--- src/rtl/aes_wb_queue.sv ---
// Wishbone slave that stages plaintext words, queues complete blocks for a cipher core and captures its results.
// Optional macro AES_WB_QUEUE_COUNT_EN adds a pop/result counter register at offset 0x04.
module aes_wb_queue #(
    parameter int          DATA_W    = 128,
    parameter int          DEPTH     = 4,
    parameter logic [31:0] BASE_ADDR = 32'h3000_0000
) (
    input  logic              wb_clk_i,
    input  logic              wb_rst_ni,
    input  logic              wbs_cyc_i,
    input  logic              wbs_stb_i,
    input  logic              wbs_we_i,
    input  logic [3:0]        wbs_sel_i,
    input  logic [31:0]       wbs_adr_i,
    input  logic [31:0]       wbs_dat_i,
    output logic              wbs_ack_o,
    output logic [31:0]       wbs_dat_o,
    output logic              core_valid_o,
    output logic [DATA_W-1:0] core_block_o,
    input  logic              core_ready_i,
    input  logic              core_result_valid_i,
    input  logic [DATA_W-1:0] core_result_i,
    output logic              irq_o
);
    localparam int WORDS = DATA_W / 32;
    localparam int IW    = (WORDS > 1) ? $clog2(WORDS) : 1;
    localparam int PW    = (DEPTH > 1) ? $clog2(DEPTH) : 1;
    localparam int CW    = PW + 1;
    localparam logic [IW-1:0] LAST = IW'(WORDS - 1);

    logic [DATA_W-1:0] mem [DEPTH];
    logic [PW-1:0]     wr_ptr;
    logic [PW-1:0]     rd_ptr;
    logic [CW-1:0]     count;
    logic [DATA_W-1:0] stage;
    logic [DATA_W-1:0] stage_d;
    logic [DATA_W-1:0] result;
    logic              out_valid;
    logic              irq_en;
    logic              overflow;
    logic              overrun;
    logic [31:0]       rdata;

    logic [7:0]    off;
    logic [IW-1:0] widx;
    logic hit, aligned, word_ok, is_ctrl, is_stage, is_res;
    logic access, wr, rd, ctrl_wr, flush, clr, st_wr, push, full, push_ok, drop, pop, pop_read;

    assign off     = wbs_adr_i[7:0];
    assign widx    = off[2 +: IW];
    assign hit     = (wbs_adr_i[31:8] == BASE_ADDR[31:8]);
    assign aligned = (off[1:0] == 2'b00);
    assign word_ok = ({1'b0, off[4:2]} < 4'(WORDS));
    assign is_ctrl = hit && (off == 8'h00);
    assign is_stage = hit && aligned && word_ok && (off[7:5] == 3'b001);
    assign is_res   = hit && aligned && word_ok && (off[7:5] == 3'b010);

    // A new access is only taken when ack is low, so strobes held high are acked every other cycle.
    assign access   = wbs_cyc_i && wbs_stb_i && !wbs_ack_o;
    assign wr       = access && wbs_we_i;
    assign rd       = access && !wbs_we_i;
    assign ctrl_wr  = wr && is_ctrl && wbs_sel_i[0];
    assign flush    = ctrl_wr && wbs_dat_i[1];
    assign clr      = ctrl_wr && wbs_dat_i[2];
    assign st_wr    = wr && is_stage;
    assign push     = st_wr && (widx == LAST);
    assign full     = (count == CW'(DEPTH));
    assign push_ok  = push && !full;
    assign drop     = push && full;
    assign pop      = core_valid_o && core_ready_i;
    assign pop_read = rd && is_res && (widx == LAST);

    assign core_block_o = mem[rd_ptr];

`ifdef AES_WB_QUEUE_COUNT_EN
    logic [15:0] pop_cnt;
    logic [15:0] res_cnt;

    always_ff @(posedge wb_clk_i) begin
        if (!wb_rst_ni || clr) begin
            pop_cnt <= '0;
            res_cnt <= '0;
        end else begin
            if (pop)
                pop_cnt <= pop_cnt + 16'd1;
            if (core_result_valid_i)
                res_cnt <= res_cnt + 16'd1;
        end
    end
`endif

    always_comb begin
        rdata = '0;
        if (hit && aligned && (off == 8'h00)) begin
            rdata[0]    = full;
            rdata[1]    = (count == '0);
            rdata[2]    = out_valid;
            rdata[3]    = irq_en;
            rdata[4]    = overflow;
            rdata[5]    = overrun;
            rdata[12:8] = 5'(count);
        end
`ifdef AES_WB_QUEUE_COUNT_EN
        if (hit && (off == 8'h04))
            rdata = {res_cnt, pop_cnt};
`endif
        if (is_res) begin
            for (int i = 0; i < WORDS; i++)
                if (widx == IW'(i))
                    rdata = result[32*i +: 32];
        end
    end

    // Merge the current write's byte lanes so a push on the last word carries that word too.
    always_comb begin
        stage_d = stage;
        for (int i = 0; i < WORDS; i++)
            for (int b = 0; b < 4; b++)
                if (st_wr && (widx == IW'(i)) && wbs_sel_i[b])
                    stage_d[32*i + 8*b +: 8] = wbs_dat_i[8*b +: 8];
    end

    always_ff @(posedge wb_clk_i) begin
        if (push_ok)
            mem[wr_ptr] <= stage_d;
    end

    always_ff @(posedge wb_clk_i) begin
        if (!wb_rst_ni) begin
            wbs_ack_o    <= 1'b0;
            wbs_dat_o    <= '0;
            wr_ptr       <= '0;
            rd_ptr       <= '0;
            count        <= '0;
            core_valid_o <= 1'b0;
            stage        <= '0;
            result       <= '0;
            out_valid    <= 1'b0;
            irq_en       <= 1'b0;
            overflow     <= 1'b0;
            overrun      <= 1'b0;
            irq_o        <= 1'b0;
        end else begin
            wbs_ack_o <= access;
            wbs_dat_o <= rd ? rdata : 32'h0;

            if (ctrl_wr)
                irq_en <= wbs_dat_i[0];

            if (clr) begin
                overflow <= 1'b0;
                overrun  <= 1'b0;
            end
            if (drop)
                overflow <= 1'b1;
            if (core_result_valid_i && out_valid && !pop_read && !flush)
                overrun <= 1'b1;

            if (flush) begin
                wr_ptr       <= '0;
                rd_ptr       <= '0;
                count        <= '0;
                core_valid_o <= 1'b0;
                stage        <= '0;
            end else begin
                wr_ptr <= wr_ptr + PW'(push_ok);
                rd_ptr <= rd_ptr + PW'(pop);
                count  <= count + CW'(push_ok) - CW'(pop);
                // Valid excludes this cycle's push, so it rises one edge after a push into an empty queue.
                core_valid_o <= ((count - CW'(pop)) != '0);
                if (st_wr)
                    stage <= stage_d;
            end

            if (core_result_valid_i) begin
                result    <= core_result_i;
                out_valid <= 1'b1;
            end else if (pop_read || flush) begin
                out_valid <= 1'b0;
            end

            irq_o <= irq_en && out_valid;
        end
    end

endmodule
--- config.mk ---
export PLATFORM = sky130hd
export DESIGN_NAME = aes_wb_queue
export DESIGN_NICKNAME = d
export VERILOG_FILES = /design/src/rtl/aes_wb_queue.sv
export SDC_FILE = /design/constraint.sdc
export NUM_CORES = 1
export LEC_CHECK = 0
export ABC_AREA = 1
export CORE_ASPECT_RATIO = 0.6
export CORE_MARGIN = 2
export CORE_UTILIZATION = 35
export DETAILED_ROUTE_END_ITERATION = 16
export PLACE_DENSITY_LB_ADDON = 0.25
export SETUP_SLACK_MARGIN = 0.4
export SYNTH_ARGS = -nofsm -noshare
export SYNTH_HDL_FRONTEND = slang
export SYNTH_SLANG_ARGS = --single-unit
--- constraint.sdc ---
create_clock -name wb_clk_i -period 17.5 [get_ports wb_clk_i]
set_clock_uncertainty 0.2 [all_clocks]
set_input_delay 3.5 -clock wb_clk_i [delete_from_list [all_inputs] [get_ports wb_clk_i]]
set_output_delay 3.5 -clock wb_clk_i [all_outputs]
set_load 0.01 [all_outputs]
==> run summary <==
- **run status** finished, final reports clean
- **antenna-violating nets left** 0
- **average cell area after synthesis** 10.9 um2
- **via total after detailed routing** 22200
- **post-detailed-placement cell area** 0.0354 mm2
- **minimum period implied by the final worst setup slack** 7890 ps
- **clock transition time at the flip-flop clock pins of the worst setup and hold paths** 60 ps
- **hold buffer count at cts** 0
- **worst relative slew slack** 19.5%
- **yosys synthesis warning count** 0
- **number of setup buffers added after CTS** 0
- **Synth top area share** 50.0%
- **hold crit path type** reg2reg
- **number of distinct library cell variants in the gate-level netlist after synthesis** 39
- **largest incremental delay on the critical path** 850 ps
- **number of placed instances with taps included** 4185
- **dominant cell by count in the synthesized netlist** nor2_1
- **cell-by-cell listing of the critical path** clkinv_2 > buf_4 > o21ai_0 > o22ai_1 > clkdlybuf4s50_1
- **Layout area overhead** 23.7%
- **list of most frequent post-synthesis cells** 591 x nor2_1, 512 x edfxtp_1, 385 x o21ai_0
- **Net count, final** 3314
- **Top FF cell, synth** edfxtp_1
- **cell taking the most area after synthesis** edfxtp_1
- **global-route usage over all layers** 20.3%
- **worst voltage drop across the vdd grid** 76.3 uV
- **net switching share of the total power** 23.9%
- **flip-flop and latch count after synthesis** 814
- **RSZ-0062 raised after global routing** false
- **Post-synth EDFFs** 512
- **antenna violations before repair** 4
- **library cell contributing the largest single delay on the critical path** buf_4
- **switching power of the nets** 992 uW
- **number of gates given a new drive strength after cts** 0
- **maximum number of pins on one net before global-route repair** 129
- **leading post-synthesis cells by cell area** edfxtp_1 50%, dfxtp_1 20%, nor2_1 7.2%, o21ai_0 6.3%, nand2_1 3.9%
- **area of all placed cells without fillers** 0.0381 mm2
- **maximum level of the CTS H-tree** 3
- **final-layout setup total negative slack** 0 ps
- **P_int** 3160 uW
- **core area** 0.0873 mm2
- **wire length reported by the detailed router** 93900 um
- **total CTS buffers** 79
- **Required @ worst endpoint** 13800 ps
- **total power of the final layout** 4150 uW
- **pwr/cell area** 109 mW/mm2
- **clk sink count** 814
- **starting DRC count in detailed routing** 2015
- **P_leak** 0.0125 uW
- **arrival time of data at the critical path endpoint** 4190 ps
- **area of the mapped netlist** 0.0308 mm2
- **die extent in x** 387 um
- **Congestion Overflow GR** 0
- **first-pass GRT wire length** 137000 um
- **clock root cell** clkbuf_16
- **category of cells accounting for the largest share of critical-path delay** buffers and inverters
- **kind of launch point of the worst setup path** flip-flop
- **number of buffers inserted by port buffering** 365
- **post-synthesis cell count** 2817
- **clock tree from TritonCTS** built
- **wire length per cell** 21.7 um
- **kind of critical path** reg2out
- **die height** 234 um
- **Worst Path Buf+Inv** 3
- **crit-path max FO** 83
- **number of vias per cell** 5.12
- **period utilisation layout** 45.1%
- **Final Setup Violations** 0
- **CP endpoint kind** output pin
- **post-route insts no fill** 4333
- **sequential share of the synthesized area** 69.6%
- **final weighted congestion in routability-driven placement** 0.802
- **Synth Net Count** 3026
- **drt pass-1 iters** 5
- **post-route core utilization** 43.6%
- **die footprint** 0.0904 mm2
- **initial core utilization** 35.2%
- **share of synthesized flip-flops with an asynchronous set or reset** 0%
- **Detail Placement HPWL** 56300 um
- **Max Cap Violations** 0
- **Flop pwr share** 49.5%
- **Clock Power Share** 43.0%
- **number of placement rows** 84
- **achievable clock frequency** 127 MHz
- **number of hold violations in the final report** 0
- **Longest Clk Path Bufs** 3
- **Comb pwr share** 7.5%
- **clock latency reported for the late side of the worst-skew pair** 670 ps
- **fin. max-slew vios** 0
- **vias in the first global route** 20400
- **top-level port count** 366
- **transition time at the pin with the least slew margin** 1210 ps
- **DRC violations left** 0
- **share of cells above drive strength 1** 5.99%
-- metal layers --
metal,vias up,share of wire (%),global-route usage [%],routed length (um)
li1,10600,-,-,-
met1,10800,47,30.1,44400
met2,712,42,28.8,39600
met3,150,7.7,4.88,7200
met4,2,2.8,6.69,2660
met5,-,0.021,0,20
-- layout make-up --
class	instances	area, um2
Clock inverter	34	393
Timing Repair Buffer	389	3870
Tap cell	1161	1450
Clock buffer	113	2310
Multi-Input combinational cell	1788	8480
Fill cell	8184	49300
Sequential cell	814	21400
Antenna cell	1	2.50
Inverter	33	131
-- stage by stage --
| stage | setup slack [ps] | hold WS (ps) |
|---|---|---|
| CTS | 9540 | 261 |
| finish | 9610 | 261 |
| global route | 9360 | 280 |
| global placement | 10360 | 246 |
| floorplan | 6800 | 220 |
| detailed placement | 10260 | 251 |
-- worst min-delay path, stage by stage (launching register included) --
cell	delay, ps
dfxtp_1	310
nand2_1	60
a21oi_1	50
-- placed cells by master (no fill, tap or decap), types with 3 or more instances in the layout --
cell type	synthesis	routed
nor2_1	591	584
edfxtp_1	512	512
o21ai_0	385	385
clkdlybuf4s50_1	0	362
nand2_1	320	320
dfxtp_1	302	300
a21oi_1	137	137
o22ai_1	129	129
nand3_1	118	118
clkbuf_16	0	83
a221oi_1	31	31
inv_1	31	29
a22o_1	22	22
buf_4	0	20
nand3_2	17	17
clkbuf_1	146	17
clkbuf_8	0	12
clkinv_2	0	11
nor3_1	8	8
clkinv_1	0	8
bufinv_16	0	6
ha_1	5	5
nor2_8	4	4
nor2_2	1	4
inv_6	0	4
nor2_4	0	4
buf_12	0	4
nand4_1	3	3
inv_16	0	3
buf_2	8	3
-- power groups by stage --
stage	Combinational (uW)	Sequential [uW]	Clock [uW]
6_report	311	2050	1790
5_1_grt	339	2060	1900
4_1_cts	315	2050	1830
3_5_place_dp	314	2100	0
3_3_place_gp	313	2100	0
2_1_floorplan	162	2090	0
-- state kept, by name, summed over array words and instances (netlist names) --
name	flops
wbs_ack_o	1
overflow	1
stage	128
out_valid	1
count	3
core_valid_o	1
irq_en	1
mem	512
wr_ptr	2
wbs_dat_o	32
irq_o	1
overrun	1
result	128
rd_ptr	2
-- kinds of logic after synthesis --
family / after synthesis / synth area share [%]
buf+inv: 215 / 2.96
compound gates: 707 / 12.7
simple gates: 1072 / 14.4
xor+xnor: 3 / 0.0854
fa+ha+maj: 6 / 0.268
flops: 814 / 69.6
-- worst paths after layout --
path,start,end,slack (ps),depth (start not counted)
worst max-delay path,rd_ptr[1],core_block_o[41],9610,5
worst min-delay path,overflow,overflow,260,2
worst max register to register,wbs_ack_o,mem[0][54],14500,8
worst min register to register,overflow,overflow,260,2
Note: power is estimated with default switching activity, not from simulation.
